File: src/rtl/mux_stream_8to1_pkg.sv
// Shared constants for the 8-way routing fabric; the demux blocks import the
// same package so that o_sel and the demux sel use one encoding.
package mux_stream_8to1_pkg;

    localparam int NUM_CH        = 8;
    localparam int SEL_W         = 3;
    localparam int DEFAULT_WIDTH = 32;

    // Pointer starts on the last channel so channel 0 is searched first.
    localparam logic [SEL_W-1:0] RR_RESET_PTR = 3'd7;

endpackage

File: src/rtl/mux_stream_8to1_rr_arb_8.sv
// Combinational round-robin arbiter for eight requesters. It searches upward
// from last+1 with wrap. The pointer register lives in the parent.
module rr_arb_8
    import mux_stream_8to1_pkg::*;
(
    input  logic [NUM_CH-1:0] req,
    input  logic [SEL_W-1:0]  last,
    input  logic              en,
    output logic [SEL_W-1:0]  gnt_idx,
    output logic              gnt_any
);

    logic [SEL_W-1:0] cand;

    always_comb begin
        gnt_idx = '0;
        gnt_any = 1'b0;
        cand    = '0;
        if (en) begin
            // Offset 8 lands back on 'last', so it has the lowest priority.
            for (int off = 1; off <= NUM_CH; off++) begin
                cand = last + SEL_W'(off);
                if (!gnt_any && req[cand]) begin
                    gnt_idx = cand;
                    gnt_any = 1'b1;
                end
            end
        end
    end

endmodule

File: src/rtl/mux_stream_8to1.sv
// Merges eight valid/ready channels onto one registered output stream. It uses
// round-robin arbitration and tags each beat with its source channel index.
module mux_stream_8to1
    import mux_stream_8to1_pkg::*;
#(
    parameter int width = DEFAULT_WIDTH,
    parameter int snum  = SEL_W
) (
    input  logic              clk,
    input  logic              rst_n,
    input  logic [width-1:0]  i0,
    input  logic [width-1:0]  i1,
    input  logic [width-1:0]  i2,
    input  logic [width-1:0]  i3,
    input  logic [width-1:0]  i4,
    input  logic [width-1:0]  i5,
    input  logic [width-1:0]  i6,
    input  logic [width-1:0]  i7,
    input  logic [NUM_CH-1:0] i_valid,
    output logic [NUM_CH-1:0] i_ready,
    output logic [width-1:0]  o,
    output logic [snum-1:0]   o_sel,
    output logic              o_valid,
    input  logic              o_ready
);

    logic [width-1:0] chan [NUM_CH];
    logic             load_en;
    logic [SEL_W-1:0] gnt_idx;
    logic             gnt_any;
    logic [width-1:0] data_p1;
    logic [snum-1:0]  sel_p1;
    logic             vld_p1;
    logic [SEL_W-1:0] last_p1;

    assign chan[0] = i0;
    assign chan[1] = i1;
    assign chan[2] = i2;
    assign chan[3] = i3;
    assign chan[4] = i4;
    assign chan[5] = i5;
    assign chan[6] = i6;
    assign chan[7] = i7;

    assign load_en = !vld_p1 || o_ready;

    // Gating the enable with rst_n keeps i_ready low for the whole reset.
    rr_arb_8 u_arb (
        .req     (i_valid),
        .last    (last_p1),
        .en      (load_en && rst_n),
        .gnt_idx (gnt_idx),
        .gnt_any (gnt_any)
    );

    assign i_ready = gnt_any ? ({{(NUM_CH-1){1'b0}}, 1'b1} << gnt_idx) : '0;

    // Stage p1: output register and round-robin pointer.
    always_ff @(posedge clk or negedge rst_n) begin
        if (!rst_n) begin
            data_p1 <= '0;
            sel_p1  <= '0;
            vld_p1  <= 1'b0;
            last_p1 <= RR_RESET_PTR;
        end else if (load_en) begin
            if (gnt_any) begin
                data_p1 <= chan[gnt_idx];
                sel_p1  <= gnt_idx;
                vld_p1  <= 1'b1;
                last_p1 <= gnt_idx;
            end else begin
                vld_p1  <= 1'b0;
            end
        end
    end

    assign o       = data_p1;
    assign o_sel   = sel_p1;
    assign o_valid = vld_p1;

endmodule

File: config.mk
export PLATFORM = sky130hd
export DESIGN_NAME = mux_stream_8to1
export DESIGN_NICKNAME = d
export VERILOG_FILES = /design/src/rtl/mux_stream_8to1_pkg.sv /design/src/rtl/mux_stream_8to1_rr_arb_8.sv /design/src/rtl/mux_stream_8to1.sv
export SDC_FILE = /design/constraint.sdc
export NUM_CORES = 1
export LEC_CHECK = 0
export CAP_MARGIN = 0
export CORE_ASPECT_RATIO = 0.6
export CORE_MARGIN = 1.5
export CORE_UTILIZATION = 34
export DETAILED_ROUTE_END_ITERATION = 10
export GPL_TIMING_DRIVEN = 0
export PLACE_DENSITY = 0.79
export SYNTH_ARGS = -nofsm -noshare
export SYNTH_HDL_FRONTEND = slang
export SYNTH_SLANG_ARGS = --single-unit
File: constraint.sdc
create_clock -name clk -period 5 [get_ports clk]
set_input_delay 1 -clock clk [delete_from_list [all_inputs] [get_ports clk]]
set_output_delay 1 -clock clk [all_outputs]
set_load 0.02 [all_outputs]
==> results of run 1 <==
-- power by group --
group	leakage (nW)	internal [mW]	total, mW	switching [mW]
sequential	0.456	0.497	0.611	0.114
clock	0.0838	0.236	0.384	0.148
combinational	2.93	2.34	5.04	2.70
-- final cells by class --
cell class | count | area (um2)
multi-input cells | 400 | 3650
inverters | 3 | 15.0
plain buffers | 52 | 384
repair buffers | 343 | 3320
clock buffers | 5 | 125
fillers | 1219 | 5110
flip-flops and latches | 39 | 980
well taps | 192 | 240
clock inverters | 3 | 43.8
-- flip-flops by register name (all words and copies together) (netlist names) --
| signal | count |
|---|---|
| o_valid | 1 |
| o | 32 |
| o_sel | 3 |
| last_p1 | 3 |
-- placed cells by master, fill, tap and decap left out, drive strengths merged, types with 15 or more instances in the layout --
cell type and n:
clkdlybuf4s50 293, buf 73, mux2i 42, mux2 39, a21oi 37, o21ai 37
dfrtp 36, nand3 34, o221ai 33, a22oi 33, a221oi 32, clkbuf 28
nand2 23, nor2 15
-- per-layer routing --
layer  track usage  routed length [um]  up-vias
li1              -                   -     2691
met1         0.384                9820     2860
met2         0.478               10800      303
met3        0.0486                1690       35
met4        0.0693                 512        0
met5             0                   0        -
-- cells by family after synthesis --
logic type,share of synthesized area
buffers and inverters,0.0753
adder cells (fa/ha/maj),0.00511
multiplexers,0.242
XOR/XNOR,0.00357
AND/OR/NAND/NOR,0.118
AO/OA/AOI/OAI,0.356
flip-flops,0.200
-- timing repair --
item                                    CTS  global route
cloned                                    1             0
hold buffers                              0             0
pin swaps                                 4             5
buffers inserted                         14            17
resized for setup                        68            23
endpoints found under the setup margin   39             8
-- worst max-delay path: cells and delay by family (launching register included) --
| family | cells | cell delay [ns] |
|---|---|---|
| and+or+nand+nor | 2 | 0.26 |
| DFF | 1 | 0.57 |
| adders and majority gates | 1 | 0.30 |
| AOI/OAI and AO/OA | 3 | 0.52 |
| muxes | 3 | 1.07 |
| buffers and inverters | 8 | 0.87 |
-- worst max path at each step --
stage                from    endpoint  slack, ns
5_1_grt        i_valid[2]  i_ready[2]      -0.04
6_report       last_p1[1]  i_ready[5]        0.1
3_5_place_dp   last_p1[1]  i_ready[2]      -1.13
4_1_cts        i_valid[3]  i_ready[6]      0.009
2_1_floorplan  last_p1[1]  i_ready[6]      -0.07
3_3_place_gp        rst_n  i_ready[5]      -1.20
==> impl_metrics.py, run 1 <==
metrics = {
    "worst_setup_path": {
        "r2r-start": "last_p1[1]",
        "crit_type": "register to output pin",
        "critPathMaxStageDelay_ns": 0.57,
        "arrival_ns": 3.90,
        "cp_data_required_time_ns": 4.00,
        "cpMostUsedCell": "buf_6",
        "end_kind": "output pin",
        "start_kind": "register",
        "crit_path_max_fanout": 6,
        "slowest_stage": "dfstp_2",
        "r2r-end": "o[16]",
        "rrSetupSlack_ns": 0.50,
        "r2r_cells": 18,
        "crit_chain": "buf_6 -> buf_8 -> inv_2 -> ha_4 -> buf_8 -> mux2_2 -> mux4_2 -> mux2i_4 -> a211o_1 -> a21oi_1 -> o311ai_2 -> buf_4 -> and2_4 -> buf_6 -> buf_12 -> nor2b_4 -> buf_6",
    },
    "final_layout": {
        "final_nets": 1113,
        "stdcell_count": 1037,
        "area_growth_pct": 78.7,
        "stdcell_area_um2": 8760,
        "layout-drive-gt1-share": 0.260,
        "antenna_cells": 0,
        "final_util": 0.631,
    },
    "placement": {
        "io_buffers": 310,
        "dp_slack_ns": -1.13,
        "dp.final_hpwl_mm": 17.9,
        "place_area_um2": 8280,
        "place_congestion": 0.911,
        "dpl.cell_count": 1002,
    },
    "die": {
        "die_x_um": 158,
        "core-area_um2": 13900,
        "io_pins": 311,
        "dieArea_um2": 15200,
        "die_y_um": 96,
        "num_rows": 33,
        "start_util": 0.353,
    },
    "clocking": {
        "cts.sinks": 39,
        "clockBufferDepth": 2,
        "numCtsBuffers": 5,
        "clock_tree.root_cell": "clkbuf_16",
        "clkTransAtPathRegs_ns": 0.07,
        "insertion_delay_ns": 0.29,
        "htreeDepth": 2,
        "cts_tree": "done",
    },
    "synth": {
        "ys_top_cells_by_count": "mux2i_1 (41), a21oi_1 (37), o21ai_0 (37)",
        "syn_inst": 499,
        "yosysUniqueCellTypes": 59,
        "synth.largest_area_cell": "dfrtp_1",
        "synth_edf_count": 0,
        "syn_area_per_cell_um2": 9.82,
        "syn_nets": 768,
        "yosysMostFrequentCell": "mux2i_1",
        "ys_ff_latch": 39,
        "synthFlopType": "dfrtp_1",
        "async_reset_ff_frac": 1.00,
        "yosys-top-cells-area": "dfrtp_1 (18%), mux2_4 (8.9%), a221oi_2 (8.6%)",
        "synth-seq-area-share": 0.200,
        "synthDominantCellAreaShare": 0.184,
        "syn_area_um2": 4900,
        "ys_warn_count": 0,
    },
    "pwr": {
        "p_leak_nw": 3.47,
        "p_per_area_nw_per_um2": 689,
        "p_total_mw": 6.04,
        "ir_drop_mv": 0.411,
    },
    "global_route": {
        "grt_first_pass_wirelength_mm": 32.5,
        "grt_pass1_vias": 5768,
        "grt_usage": 0.285,
        "antenna_found_initial": 0,
        "grt_max_degree": 22,
        "grt-ovfl-total": 0,
    },
    "sta": {
        "drv_slew": 0,
        "finalSetupViolations": 0,
        "fin_ws_ns": 0.0953,
        "fin_skew_ns": 0.00824,
        "hold_viol": 0,
        "max_freq_ghz": 0.204,
        "setup_tns_ns": 0,
        "slew_headroom": 0.439,
        "holdWs_ns": 0.476,
        "min_period_ns": 4.90,
        "tightest_slew_ns": 0.841,
        "fin_crit_sh": 0.981,
    },
    "drt": {
        "wl_per_cell_um": 22.0,
        "vias_per_cell": 5.68,
        "drc": 0,
        "ant_nets": 0,
        "firstDrtPassIters": 7,
        "vias": 5889,
        "drt_iter0_markers": 440,
        "wl_mm": 22.8,
    },
    "hold_path": {
        "holdCritStartpoint": "o_sel[1]",
        "min_to": "o_sel[1]",
        "hold-path-cell-count": 2,
        "hp-class": "register to register",
    },
    "run_status": {
        "outcome": "completed",
    },
    "run": {
        "maxCapViolations": 0,
    },
}
No activity file was read; power rests on OpenSTA's default activity.
==> inputs of run 2 (changes only) <==
ABC_AREA = 1   (was not set)
CORE_UTILIZATION = 35   (was 34)
HOLD_SLACK_MARGIN = 0.02   (was not set)
==> run 2 against run 1 <==
Compared with the run above:
- setup slack gained 0.12 ns
- critical path depth grew 1
- combinational power grew 15%
- critical path type unchanged
- critical endpoint is now i_ready[0]
- largest power group unchanged
==> impl_metrics.py, run 2 <==
metrics = {
    "clocking": {
        "cts_tree": "done",
        "clkTransAtPathRegs_ns": 0.06,
        "insertion_delay_ns": 0.28,
        "clockBufferDepth": 2,
        "cts.sinks": 39,
        "htreeDepth": 2,
        "numCtsBuffers": 5,
        "clock_tree.root_cell": "clkbuf_16",
    },
    "final_layout": {
        "mostFrequentLayoutCell": "nand2_1",
        "largest_register_ffs": 32,
        "mostFrequentLayoutCells": "nand2_1 (597), clkdlybuf4s50_1 (301), nand3_1 (173)",
        "final_nets": 1568,
        "layout-drive-gt1-share": 0.105,
        "stdcell_count": 1498,
        "area_growth_pct": 66.8,
        "stdcell_area_um2": 8760,
        "antenna_cells": 0,
        "final_util": 0.601,
    },
    "worst_setup_path": {
        "start_kind": "register",
        "cpMostUsedCell": "buf_2",
        "rrSetupSlack_ns": 1.18,
        "crit_chain": "buf_4 -> inv_2 -> buf_6 -> ha_1 -> buf_2 -> inv_2 -> nand3_2 -> nand3_2 -> nand2_2 -> nor2_4 -> nand4_4 -> nor2_4 -> nand2_1 -> o21ai_1 -> buf_2 -> buf_2 -> nor3_1 -> clkbuf_2",
        "path_delay_family": "buffers and inverters",
        "r2r_cells": 21,
        "crit_path_max_fanout": 10,
        "end_kind": "output pin",
        "cp_data_required_time_ns": 4.00,
        "arrival_ns": 3.79,
        "r2r-end": "o[3]",
        "crit_type": "register to output pin",
        "r2r-start": "last_p1[0]",
        "slowest_stage": "dfstp_2",
        "critPathMaxStageDelay_ns": 0.54,
        "critPathBufInv": 8,
    },
    "synth": {
        "yosysMostFrequentCell": "nand2_1",
        "synth-seq-area-share": 0.186,
        "synthDominantCellAreaShare": 0.427,
        "syn_inst": 981,
        "syn_area_um2": 5260,
        "syn_nets": 1250,
        "synthFlopType": "dfrtp_1",
        "ys_warn_count": 0,
        "synth_edf_count": 0,
        "yosys-top-cells-area": "nand2_1 (43%), dfrtp_1 (17%), nand3_1 (16%)",
        "yosysUniqueCellTypes": 35,
        "syn_area_per_cell_um2": 5.36,
        "ys_top_cells_by_count": "nand2_1 (598), nand3_1 (173), dfrtp_1 (36)",
        "async_reset_ff_frac": 1.00,
        "ys_ff_latch": 39,
        "synth.largest_area_cell": "nand2_1",
    },
    "sta": {
        "holdWs_ns": 0.496,
        "tightest_slew_ns": 0.618,
        "fin_crit_sh": 0.957,
        "fin_ws_ns": 0.214,
        "min_period_ns": 4.79,
        "max_freq_ghz": 0.209,
        "hold_viol": 0,
        "setup_tns_ns": 0,
        "finalSetupViolations": 0,
        "drv_slew": 0,
        "rsz0062_at_grt": "yes",
        "slew_headroom": 0.588,
        "fin_skew_ns": 0.00696,
    },
    "die": {
        "core-area_um2": 14600,
        "die_y_um": 97.9,
        "start_util": 0.360,
        "die_x_um": 161,
        "io_pins": 311,
        "num_rows": 34,
        "dieArea_um2": 15800,
    },
    "global_route": {
        "grt_first_pass_wirelength_mm": 38.4,
        "grt_max_degree": 40,
        "grt_usage": 0.311,
        "grt_pass1_vias": 6988,
        "antenna_found_initial": 0,
        "grt-ovfl-total": 0,
    },
    "drt": {
        "wl_per_cell_um": 16.9,
        "firstDrtPassIters": 5,
        "drt_iter0_markers": 649,
        "drc": 0,
        "vias": 7507,
        "vias_per_cell": 5.01,
        "wl_mm": 25.3,
        "ant_nets": 0,
    },
    "placement": {
        "dp.final_hpwl_mm": 20.8,
        "dp_slack_ns": -0.169,
        "place_area_um2": 8620,
        "dpl.cell_count": 1490,
        "place_congestion": 0.948,
        "io_buffers": 310,
    },
    "pwr": {
        "p_total_mw": 6.75,
        "p_per_area_nw_per_um2": 770,
        "ir_drop_mv": 0.309,
        "p_leak_nw": 4.47,
    },
    "run": {
        "maxCapViolations": 0,
    },
    "run_status": {
        "outcome": "completed",
    },
    "hold_path": {
        "hp-class": "input pin to async pin",
    },
}
## run 2: cell types whose count changed in the layout (fill, tap and decap cells not counted), moves of 29 or more
cell      change
o221ai_1     -31
nand3_1     +139
a21oi_1      -36
mux2i_1      -39
a22oi_2      -29
mux2_4       -30
o21ai_0      -31
nand2_1     +575
## run 2: cells by family (layout without fill, tap and decap cells)
group	after synthesis	after routing	share of synthesized area
flops	39	39	0.186
simple gates	828	828	0.673
compound gates	18	18	0.0224
fa+ha+maj	2	2	0.00476
xor+xnor	3	3	0.00643
buf+inv	91	410	0.107
## run 2: worst max-delay path by stage
stage / slack [ns] / cells after the start / to / start
after global routing: -0.05 / 21 / i_ready[7] / last_p1[0]
after CTS: 0.02 / 19 / i_ready[0] / last_p1[1]
after floorplan: 0.83 / 19 / i_ready[0] / last_p1[0]
final: 0.21 / 18 / i_ready[0] / last_p1[0]
after global placement: -0.85 / 9 / i_ready[0] / rst_n
after detailed placement: -0.17 / 14 / i_ready[0] / i_valid[6]
## run 2: timing repair
item / CTS / global route
gates resized for setup: 11 / 18
endpoints found under the setup margin: 8 / 8
setup buffers: 0 / 2
pin swaps: 0 / 0
hold buffers: 0 / 0
hold endpoints to repair: 0 / 0
## run 2: worst register-to-register path: cells and delay by family, from the launching register on
kind / cells / cell delay (ns)
simple gates: 12 / 1.50
fa+ha+maj: 1 / 0.28
buf+inv: 7 / 1.37
flops: 1 / 0.54
compound gates: 1 / 0.09
## run 2: metal layers
metal	GRT usage	wire length (um)	vias to the layer above	part of all wire
met5	0	0	-	0
met4	0.0420	264	0	0.010
met3	0.0650	2550	20	0.10
met2	0.474	10500	358	0.42
met1	0.460	11900	3389	0.47
li1	-	-	3740	-
## run 2: area by class of cell
type | instances | area [um2]
Buffer | 69 | 487
Clock buffer | 5 | 125
Clock inverter | 3 | 43.8
Fill cell | 1492 | 5830
Inverter | 20 | 75.1
Multi-Input combinational cell | 851 | 3710
Sequential cell | 39 | 980
Tap cell | 198 | 248
Timing Repair Buffer | 313 | 3090
## run 2: report_power, final
part / internal [mW] / leakage [nW] / switching (mW)
sequential: 0.495 / 0.469 / 0.0937
clock: 0.236 / 0.0838 / 0.137
combinational: 1.98 / 3.92 / 3.81
total: 2.71 / 4.47 / 4.04
